**config.mk**
```make
export PLATFORM = sky130hd
export DESIGN_NAME = wb_unit_flat
export DESIGN_NICKNAME = d
export VERILOG_FILES = /design/src/rtl/wb_pkg.sv /design/src/rtl/wb_if.sv /design/src/rtl/wb_scoreboard.sv /design/src/rtl/wb_unit.sv /design/src/flat_wrapper.sv
export SDC_FILE = /design/constraint.sdc
export NUM_CORES = 1
export LEC_CHECK = 0
export ABC_AREA = 1
export BUFFER_PORTS_ARGS = -buffer_cell sky130_fd_sc_hd__buf_2
export CORE_ASPECT_RATIO = 1.4
export CORE_MARGIN = 2
export CORE_UTILIZATION = 24
export DETAILED_ROUTE_END_ITERATION = 6
export GPL_ROUTABILITY_DRIVEN = 0
export PLACE_DENSITY_LB_ADDON = 0.25
export RECOVER_POWER = 100
export SYNTH_ARGS = -nofsm -noshare
export SYNTH_HDL_FRONTEND = slang
export SYNTH_SLANG_ARGS = --single-unit
export TNS_END_PERCENT = 20
```
**constraint.sdc**
```tcl
create_clock -name clk -period 2.59 [get_ports clk]
set_input_delay 0.259 -clock clk [delete_from_list [all_inputs] [get_ports clk]]
set_output_delay 0.259 -clock clk [all_outputs]
set_load 0.01 [all_outputs]
```
**src/rtl/wb_pkg.sv**
```systemverilog
// Shared widths and the MEM/WB slot layout for the writeback stage.
package wb_pkg;

  localparam int unsigned DATA_W     = 16;
  localparam int unsigned REG_ADDR_W = 4;
  localparam int unsigned SB_CNT_W   = 2;
  localparam int unsigned NUM_REGS   = 1 << REG_ADDR_W;

  typedef struct packed {
    logic                  valid;
    logic                  reg_write;
    logic                  to_reg;
    logic [REG_ADDR_W-1:0] rd;
    logic [DATA_W-1:0]     alu_result;
    logic [DATA_W-1:0]     read_data;
  } wb_slot_t;

endpackage

```
**src/rtl/wb_if.sv**
```systemverilog
// Writeback stage bus: EX/MEM fields, pipeline control, scoreboard events and
// register-file write port. slave = wb_unit side, master = pipeline side.
interface wb_if;
  import wb_pkg::*;

  logic                  stall;
  logic                  flush;
  logic                  mem_valid;
  logic                  mem_reg_write;
  logic                  mem_to_reg;
  logic [REG_ADDR_W-1:0] mem_reg_rd;
  logic [DATA_W-1:0]     mem_alu_result;
  logic [DATA_W-1:0]     mem_read_data;
  logic                  issue_valid;
  logic [REG_ADDR_W-1:0] issue_reg_rd;
  logic                  cancel_valid;
  logic [REG_ADDR_W-1:0] cancel_reg_rd;

  logic                  RegWrite;
  logic [REG_ADDR_W-1:0] reg_rd_wb;
  logic [DATA_W-1:0]     reg_rd_data;
  logic [REG_ADDR_W-1:0] MEM_WB_reg_rd;
  logic [NUM_REGS-1:0]   reg_busy;
  logic [15:0]           retire_count;
  logic                  sb_error;

  modport slave (
    input  stall, flush, mem_valid, mem_reg_write, mem_to_reg, mem_reg_rd,
           mem_alu_result, mem_read_data, issue_valid, issue_reg_rd,
           cancel_valid, cancel_reg_rd,
    output RegWrite, reg_rd_wb, reg_rd_data, MEM_WB_reg_rd, reg_busy,
           retire_count, sb_error
  );

  modport master (
    output stall, flush, mem_valid, mem_reg_write, mem_to_reg, mem_reg_rd,
           mem_alu_result, mem_read_data, issue_valid, issue_reg_rd,
           cancel_valid, cancel_reg_rd,
    input  RegWrite, reg_rd_wb, reg_rd_data, MEM_WB_reg_rd, reg_busy,
           retire_count, sb_error
  );

endinterface

```
**src/rtl/wb_scoreboard.sv**
```systemverilog
// Per-register in-flight writer counters: one increment and two decrement
// event ports per cycle, saturating at [0, max] with a sticky error flag.
module wb_scoreboard
  import wb_pkg::*;
(
  input  logic                  clk,
  input  logic                  rst_n,
  input  logic                  inc_valid,
  input  logic [REG_ADDR_W-1:0] inc_rd,
  input  logic                  dec_a_valid,
  input  logic [REG_ADDR_W-1:0] dec_a_rd,
  input  logic                  dec_b_valid,
  input  logic [REG_ADDR_W-1:0] dec_b_rd,
  output logic [NUM_REGS-1:0]   reg_busy,
  output logic                  sb_error
);

  localparam int CNT_MAX = (1 << SB_CNT_W) - 1;

  logic [SB_CNT_W-1:0] cnt_q [NUM_REGS];
  logic [SB_CNT_W-1:0] cnt_d [NUM_REGS];
  logic                err_d;

  always_comb begin
    int n;
    n     = 0;
    err_d = sb_error;
    for (int unsigned i = 0; i < NUM_REGS; i++) begin
      cnt_d[i] = cnt_q[i];
      // R0 is hardwired zero, so events naming it are ignored.
      if (i != 0) begin
        n = int'(cnt_q[i])
          + ((inc_valid   && inc_rd   == REG_ADDR_W'(i)) ? 1 : 0)
          - ((dec_a_valid && dec_a_rd == REG_ADDR_W'(i)) ? 1 : 0)
          - ((dec_b_valid && dec_b_rd == REG_ADDR_W'(i)) ? 1 : 0);
        if (n < 0) begin
          cnt_d[i] = '0;
          err_d    = 1'b1;
        end else if (n > CNT_MAX) begin
          cnt_d[i] = '1;
          err_d    = 1'b1;
        end else begin
          cnt_d[i] = SB_CNT_W'(n);
        end
      end
    end
  end

  always_ff @(posedge clk) begin
    if (!rst_n) begin
      cnt_q    <= '{default: '0};
      sb_error <= 1'b0;
    end else begin
      cnt_q    <= cnt_d;
      sb_error <= err_d;
    end
  end

  always_comb begin
    reg_busy = '0;
    for (int unsigned i = 1; i < NUM_REGS; i++) begin
      reg_busy[i] = (cnt_q[i] != '0);
    end
  end

endmodule

```
**src/rtl/wb_unit.sv**
```systemverilog
// Writeback stage: MEM/WB register, load/ALU write mux, register-file write
// port, retire counter and the in-flight destination scoreboard.
module wb_unit
  import wb_pkg::*;
(
  input  logic clk,
  input  logic rst_n,
  wb_if.slave  bus
);

  wb_slot_t    slot_q;
  logic        retire;
  logic        reg_write_en;
  logic [15:0] retire_count_q;

  always_ff @(posedge clk) begin
    if (!rst_n) begin
      slot_q <= '0;
    end else if (bus.flush) begin
      slot_q <= '0;
    end else if (!bus.stall) begin
      slot_q.valid      <= bus.mem_valid;
      slot_q.reg_write  <= bus.mem_reg_write;
      slot_q.to_reg     <= bus.mem_to_reg;
      slot_q.rd         <= bus.mem_reg_rd;
      slot_q.alu_result <= bus.mem_alu_result;
      slot_q.read_data  <= bus.mem_read_data;
    end
  end

  // A stalled slot retires only in the first unstalled cycle, so the write is
  // gated by the live stall/flush rather than by the registered slot alone.
  always_comb begin
    retire       = slot_q.valid & ~bus.stall & ~bus.flush;
    reg_write_en = retire & slot_q.reg_write & (slot_q.rd != '0);
  end

  always_ff @(posedge clk) begin
    if (!rst_n) begin
      retire_count_q <= '0;
    end else if (retire) begin
      retire_count_q <= retire_count_q + 16'd1;
    end
  end

  assign bus.RegWrite      = reg_write_en;
  assign bus.reg_rd_wb     = slot_q.rd;
  assign bus.reg_rd_data   = slot_q.to_reg ? slot_q.read_data : slot_q.alu_result;
  assign bus.MEM_WB_reg_rd = (slot_q.valid & slot_q.reg_write) ? slot_q.rd : '0;
  assign bus.retire_count  = retire_count_q;

  wb_scoreboard u_scoreboard (
    .clk         (clk),
    .rst_n       (rst_n),
    .inc_valid   (bus.issue_valid),
    .inc_rd      (bus.issue_reg_rd),
    .dec_a_valid (reg_write_en),
    .dec_a_rd    (slot_q.rd),
    .dec_b_valid (bus.cancel_valid),
    .dec_b_rd    (bus.cancel_reg_rd),
    .reg_busy    (bus.reg_busy),
    .sb_error    (bus.sb_error)
  );

endmodule

```
**src/flat_wrapper.sv**
```systemverilog
// flat-port wrapper written by rule: the top's interface ports become plain ports
module wb_unit_flat import wb_pkg::*;
  (clk, rst_n, bus_stall, bus_flush, bus_mem_valid, bus_mem_reg_write, bus_mem_to_reg, bus_mem_reg_rd, bus_mem_alu_result, bus_mem_read_data, bus_issue_valid, bus_issue_reg_rd, bus_cancel_valid, bus_cancel_reg_rd, bus_RegWrite, bus_reg_rd_wb, bus_reg_rd_data, bus_MEM_WB_reg_rd, bus_reg_busy, bus_retire_count, bus_sb_error);
  wb_if bus_i ();
  input  logic clk;
  input  logic rst_n;
  input wire logic [$bits(bus_i.stall)-1:0] bus_stall;
  input wire logic [$bits(bus_i.flush)-1:0] bus_flush;
  input wire logic [$bits(bus_i.mem_valid)-1:0] bus_mem_valid;
  input wire logic [$bits(bus_i.mem_reg_write)-1:0] bus_mem_reg_write;
  input wire logic [$bits(bus_i.mem_to_reg)-1:0] bus_mem_to_reg;
  input wire logic [$bits(bus_i.mem_reg_rd)-1:0] bus_mem_reg_rd;
  input wire logic [$bits(bus_i.mem_alu_result)-1:0] bus_mem_alu_result;
  input wire logic [$bits(bus_i.mem_read_data)-1:0] bus_mem_read_data;
  input wire logic [$bits(bus_i.issue_valid)-1:0] bus_issue_valid;
  input wire logic [$bits(bus_i.issue_reg_rd)-1:0] bus_issue_reg_rd;
  input wire logic [$bits(bus_i.cancel_valid)-1:0] bus_cancel_valid;
  input wire logic [$bits(bus_i.cancel_reg_rd)-1:0] bus_cancel_reg_rd;
  output wire logic [$bits(bus_i.RegWrite)-1:0] bus_RegWrite;
  output wire logic [$bits(bus_i.reg_rd_wb)-1:0] bus_reg_rd_wb;
  output wire logic [$bits(bus_i.reg_rd_data)-1:0] bus_reg_rd_data;
  output wire logic [$bits(bus_i.MEM_WB_reg_rd)-1:0] bus_MEM_WB_reg_rd;
  output wire logic [$bits(bus_i.reg_busy)-1:0] bus_reg_busy;
  output wire logic [$bits(bus_i.retire_count)-1:0] bus_retire_count;
  output wire logic [$bits(bus_i.sb_error)-1:0] bus_sb_error;
  assign bus_i.stall = bus_stall;
  assign bus_i.flush = bus_flush;
  assign bus_i.mem_valid = bus_mem_valid;
  assign bus_i.mem_reg_write = bus_mem_reg_write;
  assign bus_i.mem_to_reg = bus_mem_to_reg;
  assign bus_i.mem_reg_rd = bus_mem_reg_rd;
  assign bus_i.mem_alu_result = bus_mem_alu_result;
  assign bus_i.mem_read_data = bus_mem_read_data;
  assign bus_i.issue_valid = bus_issue_valid;
  assign bus_i.issue_reg_rd = bus_issue_reg_rd;
  assign bus_i.cancel_valid = bus_cancel_valid;
  assign bus_i.cancel_reg_rd = bus_cancel_reg_rd;
  assign bus_RegWrite = bus_i.RegWrite;
  assign bus_reg_rd_wb = bus_i.reg_rd_wb;
  assign bus_reg_rd_data = bus_i.reg_rd_data;
  assign bus_MEM_WB_reg_rd = bus_i.MEM_WB_reg_rd;
  assign bus_reg_busy = bus_i.reg_busy;
  assign bus_retire_count = bus_i.retire_count;
  assign bus_sb_error = bus_i.sb_error;
  wb_unit u_core (.clk(clk), .rst_n(rst_n), .bus(bus_i));
endmodule
```
# [Word level (Yosys, flattened, before mapping)]
# Index checks and enable logic that the tools add are counted.
[classes] addsub=46 multipliers=0 div_mod_pow=0 magnitude_cmp=30 n_eq_ne=45 shifts=0 muxes=92 n_bitwise=8 n_reduce_logical=78
[op_table] op="4-bit == test, second input constant" n=24
[op_table] op="5-bit by 3-bit > comparator with 1-bit output, second input constant" n=15
[op_table] op="5-bit by 1-bit less-than comparator with 1-bit output, second input constant" n=15
[op_table] op="1-bit 2-to-1 mux" n=75
[op_table] op="4-bit by 2-bit subtractor with 5-bit output" n=15
[op_table] op="3-bit by 1-bit subtractor with 4-bit output" n=15
[op_table] op="4-bit by 3-bit == test with 1-bit output, second input constant" n=12
[op_table] op="2-bit by 1-bit adder with 3-bit output" n=15
[op_table] op="1-bit logical AND" n=45
[op_table] op="2-bit OR reduction" n=16
[op_table] op="2-bit 2-to-1 mux" n=15
[op_table] op="2-bit nonzero test" n=15
[op_table] op="30-bit nonzero test" n=1
[op_table] op="4-bit by 2-bit == test with 1-bit output, second input constant" n=6
[op_table] op="16-bit by 1-bit adder with 16-bit output, second input constant" n=1
[op_table] op="16-bit 2-to-1 mux" n=1
[op_table] op="4-bit by 1-bit == test with 1-bit output, second input constant" n=3
[op_table] op="1-bit AND" n=5
[op_table] op="4-bit 2-to-1 mux" n=1
[op_table] op="4-bit nonzero test" n=1
[op_table] op="1-bit inverter" n=3
[word_totals] reg_bits=86 latch_bits=0 mem_bits_rw=0 rom_bits=0 output_inout_bits=58 mem_count=0

# [Longest topological paths before layout]
[depth] word_depth=40 ltp_mapped=25

# [Hierarchy]
# Synthesis repeated with hierarchy kept, for this count alone.
[hier_totals] cells_unflattened=888 area_unflattened_um2=6117.1
[modules_own_cells] module="wb_scoreboard" n_inst=1 cells_each=545 area_each_um2=3663.5 seq_area_each_um2=620.6
[modules_own_cells] module="wb_unit" n_inst=1 cells_each=343 area_each_um2=2453.6 seq_area_each_um2=1101.1

# [Worst setup path after synthesis]
# No wires, ideal clock.
[synth_path] path_kind="input to register" from="input port bus_stall" to="register u_core.u_scoreboard.sb_error" arrival_time_ns=2.792 t_required_ns=2.472 setup_slack_ns=-0.319 path_stages=23 path_cell_list="buf_6 > clkinv_2 > nand3_4 > inv_1 > nand3_1 > inv_1 > nand3_1 > nor2_1 > ha_1 > inv_1 > ha_1 > inv_1 > fa_1 > ha_1 > nand3_1 > nand2_1 > nand2_1 > inv_1 > nand2_1 > nor2_1 > nand3_1 > nor2_1 > nor2_1"
[synth_between] elab_chain_cells=39 elab_cells_between_ends=125 classes_between="30 x add/sub; 30 x order compare; 44 x mux; 5 x bitwise; 16 x reduce/logical"
[synth_rtl] element="from (decl)" line="flat_wrapper.sv:7" source="input wire logic [$bits(bus_i.stall)-1:0] bus_stall;"
[synth_rtl] element="1-bit inverter (*)" line="wb_unit.sv:34" source="retire = slot_q.valid & ~bus.stall & ~bus.flush;"
[synth_rtl] element="1-bit AND (*) (2 in series)" line="wb_unit.sv:34"
[synth_rtl] element="1-bit AND (*) (2 in series)" line="wb_unit.sv:35" source="reg_write_en = retire & slot_q.reg_write & (slot_q.rd != '0);"
[synth_rtl] element="via bus_RegWrite" line="flat_wrapper.sv:19" source="output wire logic [$bits(bus_i.RegWrite)-1:0] bus_RegWrite;"
[synth_rtl] element="1-bit logical AND" line="wb_scoreboard.sv:34" source="- ((dec_a_valid && dec_a_rd == REG_ADDR_W'(i)) ? 1 : 0)"
[synth_rtl] element="1-bit 2-to-1 mux" line="wb_scoreboard.sv:34"
[synth_rtl] element="3-bit by 1-bit subtractor with 4-bit output" line="wb_scoreboard.sv:34"
[synth_rtl] element="4-bit by 2-bit subtractor with 5-bit output" line="wb_scoreboard.sv:35" source="- ((dec_b_valid && dec_b_rd == REG_ADDR_W'(i)) ? 1 : 0);"
[synth_rtl] element="(+22 left out)"
[synth_rtl] element="1-bit 2-to-1 mux" line="wb_scoreboard.sv:39" source="end else if (n > CNT_MAX) begin"
[synth_rtl] element="1-bit 2-to-1 mux" line="wb_scoreboard.sv:36" source="if (n < 0) begin"
[synth_rtl] element="1-bit 2-to-1 mux" line="wb_scoreboard.sv:39"
[synth_rtl] element="1-bit 2-to-1 mux" line="wb_scoreboard.sv:36"
[synth_rtl] element="1-bit 2-to-1 mux" line="wb_scoreboard.sv:39"
[synth_rtl] element="1-bit 2-to-1 mux" line="wb_scoreboard.sv:36"
[synth_rtl] element="1-bit 2-to-1 mux" line="wb_scoreboard.sv:39"
[synth_rtl] element="1-bit 2-to-1 mux" line="wb_scoreboard.sv:36"
[synth_rtl] element="to (signal assigned)" line="wb_scoreboard.sv:55" source="sb_error <= err_d;"
[synth_rtl] element="to (decl)" line="wb_scoreboard.sv:15" source="output logic sb_error"
# Mark *: on every way through the listed nets, which the timed path passes. The rest lies on a longest branch.
# A chain may end at the register's enable or synchronous reset.

# [Worst setup path in the final report]
[layout_path] from="register u_core.slot_q[38] in the netlist's numbering" to="register u_core.u_scoreboard.sb_error"
[layout_between] elab_chain_cells=38 elab_cells_between_ends=124 classes_between="30 x add/sub; 30 x order compare; 44 x mux; 4 x bitwise; 16 x reduce/logical"
[layout_rtl] element="from (decl)" line="wb_unit.sv:11" source="wb_slot_t slot_q;"
[layout_rtl] element="1-bit AND (*) (2 in series)" line="wb_unit.sv:34"
[layout_rtl] element="1-bit AND (*) (2 in series)" line="wb_unit.sv:35"
[layout_rtl] element="1-bit logical AND" line="wb_scoreboard.sv:34"
[layout_rtl] element="1-bit 2-to-1 mux" line="wb_scoreboard.sv:34"
[layout_rtl] element="3-bit by 1-bit subtractor with 4-bit output" line="wb_scoreboard.sv:34"
[layout_rtl] element="4-bit by 2-bit subtractor with 5-bit output" line="wb_scoreboard.sv:35"
[layout_rtl] element="5-bit by 1-bit less-than comparator with 1-bit output" line="wb_scoreboard.sv:36"
[layout_rtl] element="1-bit 2-to-1 mux" line="wb_scoreboard.sv:36"
[layout_rtl] element="(+20 left out)"
[layout_rtl] element="1-bit 2-to-1 mux" line="wb_scoreboard.sv:39"
[layout_rtl] element="1-bit 2-to-1 mux" line="wb_scoreboard.sv:36"
[layout_rtl] element="1-bit 2-to-1 mux" line="wb_scoreboard.sv:39"
[layout_rtl] element="1-bit 2-to-1 mux" line="wb_scoreboard.sv:36"
[layout_rtl] element="1-bit 2-to-1 mux" line="wb_scoreboard.sv:39"
[layout_rtl] element="1-bit 2-to-1 mux" line="wb_scoreboard.sv:36"
[layout_rtl] element="1-bit 2-to-1 mux" line="wb_scoreboard.sv:39"
[layout_rtl] element="1-bit 2-to-1 mux" line="wb_scoreboard.sv:36"
# Mark *: on every way between the ends. The rest lies on a longest branch, timed or not.

==> flow_metrics.env <==
export IMPL_grt_pass1_vias=5975
export IMPL_yosysUniqueCellTypes=35
export IMPL_path_clk_slew_ns=0.08
export IMPL_synth_async_reset_ratio=0
export IMPL_antenna_cells=0
export IMPL_cts_num_sinks=86
export IMPL_p_comb_frac=0.451
export IMPL_syn_nets=1039
export IMPL_postSynthAreaPerCell_sq_um=6.994
export IMPL_dpl_instance_area_sq_um=7597
export IMPL_period_share=1.148
export IMPL_setup_viol=25
export IMPL_leakage_nw=3.847
export IMPL_antenna_found_initial=0
export IMPL_ys_warnings_count=0
export IMPL_p_int_mw=3.378
export IMPL_hold_slack_ns=0.1337
export IMPL_cts_tree="built"
export IMPL_clockPowerShare=0.251
export IMPL_ioPinCount=111
export IMPL_numPortBuffers=109
export IMPL_violations="negative setup slack"
export IMPL_p_per_area_nw_per_um2=683.0
export IMPL_synthToLayoutAreaGrowth_pct=35.21
export IMPL_ys_ff_latch=86
export IMPL_clockBufferDepth=2
export IMPL_p_sw_frac=0.4057
export IMPL_ir_worst_vdd_uv=415.1
export IMPL_pwr_share_seq=0.298
export IMPL_layout_setup_ws_ns=-0.3839
export IMPL_synth_seq_area_share=0.2797
export IMPL_hp_class="in -> reg"
export IMPL_grt_total_usage=0.1353
export IMPL_place_ws_ns=-0.6473
export IMPL_synth_top_family_by_area="simple AND/OR/NAND/NOR gates"
export IMPL_die_w_um=139.3
export IMPL_fin_worst_skew_ns=0.01654
export IMPL_cp_end_kind="flip-flop"
export IMPL_reg2reg_depth=21
export IMPL_cp_arrival_ns=3.21
export IMPL_final_hold_violation_count=0
export IMPL_vias_per_cell=4.280
export IMPL_synthFlopType="dfxtp_1"
export IMPL_final_layout_size_suffix_gt1_frac=0.2744
export IMPL_netlist_area_sq_um=6155
export IMPL_cts_hold_buf=0
export IMPL_synth_edf_count=0
export IMPL_maxCapViolations=0
export IMPL_cp_slowest_cell="fa_1"
export IMPL_critPathKind="reg -> reg"
export IMPL_overflow=0
export IMPL_cts_max_level=3
export IMPL_num_fill_cells=2792
export IMPL_yosys_area_share_simple=0.2627
export IMPL_design_area_sq_um=8322
export IMPL_synth_compound_area_share=0.1006
export IMPL_final_common_cell="nand2_1"
export IMPL_final_nets=1218
export IMPL_yosys_mux_area_fraction=0
export IMPL_die_h_um=193.5
export IMPL_status="finished with violations"
export IMPL_max_stage_delay_ns=0.49
export IMPL_max_slew_margin_rel=0.2301
export IMPL_die_area_sq_um=26960
export IMPL_dr_pass1_iters=4
export IMPL_clockRootBuffer="clkbuf_16"
export IMPL_path_cells="nand3_4, inv_4, nand3_4, inv_6, buf_6, nand3_4, nor2_2, ha_1, inv_1, ha_2, inv_2, fa_1, ha_2, nand3_2, nand2_2, nor2_2, nand2_1, nor2_1, nand3_1, nor2_1, nor2_1"
export IMPL_finalWirelength_um=18050
export IMPL_ant_nets=0
export IMPL_hpwl_um=14420
export IMPL_grt_max_degree=60
export IMPL_cp_start_kind="flip-flop"
export IMPL_synth_fa_ha_area_frac=0.2338
export IMPL_drt_iter0_drc=162
export IMPL_clock_latency_ns=0.36
export IMPL_core_area_sq_um=25300
export IMPL_min_path_cells=3
export IMPL_synth_xor_area_frac=0.005692
export IMPL_start_util=0.2433
export IMPL_cp_required_ns=2.83
export IMPL_vias=5919
export IMPL_routedWlPerCell_um=13.05
export IMPL_synth_cells=880
export IMPL_drc_errors=0
export IMPL_tightest_slew_ns=1.155
export IMPL_grt_pass1_wl_um=29220
export IMPL_crit_fanout=5
export IMPL_drv_slew=0
export IMPL_min_period_ns=2.974
export IMPL_max_freq_mhz=336.3
export IMPL_power_switching_mw=2.306
export IMPL_layout_common_cells="nand2_1, inv_1, dfxtp_1"
export IMPL_cts_buffers=9
export IMPL_grt_setup_unrepaired="yes"
export IMPL_core_rowCount=69
[cell usage after synthesis (2+ instances only)]
library cell    n  area (sq um)
nand2_1       224         840.8
inv_1         157         589.3
ha_1           91          1139
nor2_1         87         326.6
dfxtp_1        86          1722
a21oi_1        65         325.3
nand3_1        47         235.2
a211oi_1       20         150.1
o21ai_0        20         100.1
clkbuf_1       16         60.06
fa_1           15         300.3
nor3_1         13         65.06
buf_4           5         37.54
nor2_4          5         56.30
nand2_2         3         18.77
xnor2_1         3         26.28
clkinv_1        2         7.510
nand3b_1        2         15.01
nand4_1         2         12.51
o21bai_1        2         15.01
[flip-flops by register name, indices dropped and copies added (netlist names)]
name and flops:
u_core.slot_q 35, u_core.bus.retire_count 16, u_core.u_scoreboard.cnt_q 30, u_core.u_scoreboard.sb_error 1, u_core.bus.reg_rd_wb 4
[cell type report]
class                           count  area [sq um]  area share
Timing Repair Buffer              191          1132      0.1361
Clock buffer                        9         225.2     0.02706
Inverter                          161         621.8     0.07473
Sequential cell                    86          1725      0.2073
Tap cell                          319         399.1     0.04796
Clock inverter                      7         87.58     0.01052
Multi-Input combinational cell    610          4130      0.4963
[per-stage QoR]
step / setup TNS [ns] / total power [mW] / util / std cells
floorplan: -0.2735 / 3.137 / - / 880
CTS: -2.876 / 5.666 / 0.3255 / 1379
detailed placement: -7.919 / 4.027 / 0.3003 / 1359
global route: -7.558 / 6.173 / 0.3290 / 1383
global placement: -6.951 / 4.011 / 0.3003 / 1359
finish: -2.278 / 5.684 / 0.3290 / 1383
[metal layers]
metal | vias to the layer above | track usage | share of wire
met5 | - | 0 | 0
met3 | 24 | 0.03020 | 0.048
met1 | 2672 | 0.1545 | 0.42
li1 | 3113 | - | -
met4 | 0 | 0.05425 | 0.031
met2 | 110 | 0.2424 | 0.50
[worst paths after layout]
path / startpoint / endpoint / slack [ns]
hold / removal: bus_mem_valid / u_core.slot_q[38] / 0.13
setup reg to reg: u_core.slot_q[38] / u_core.u_scoreboard.sb_error / -0.38
hold reg to reg: u_core.slot_q[22] / u_core.slot_q[22] / 0.46
setup / recovery: u_core.slot_q[38] / u_core.u_scoreboard.sb_error / -0.38
[kinds of logic (layout without fill, tap and decap cells)]
kind of cell / after synthesis / count (layout)
compound gates: 111 / 111
xor+xnor: 4 / 4
fa+ha+maj: 106 / 106
buf+inv: 184 / 368
flops: 86 / 86
other cells: 1 / 1
simple gates: 388 / 388
[what timing repair did]
item                                   4_1_cts  5_1_grt
setup endpoints to repair                   31       31
setup buffers                                7        4
pin swaps                                   47       20
endpoints found under the hold margin        0        0
resized for setup                           86       44
[worst max-delay path, delay by kind of cell (launching register included)]
kind / cells / cell delay (ns)
buffers and inverters: 5 / 0.39
AND/OR/NAND/NOR: 12 / 0.98
adder cells (fa/ha/maj): 4 / 1.13
flip-flops: 1 / 0.36
[power groups by stage]
stage               Clock [mW]  Combinational [mW]  Sequential [mW]
floorplan                    0                1.44             1.69
global placement             0                2.29             1.72
detailed placement           0                2.31             1.72
CTS                       1.49                2.48             1.69
global route              1.53                2.92             1.72
finish                    1.43                2.57             1.69
No activity file was read; power rests on OpenSTA's default activity.
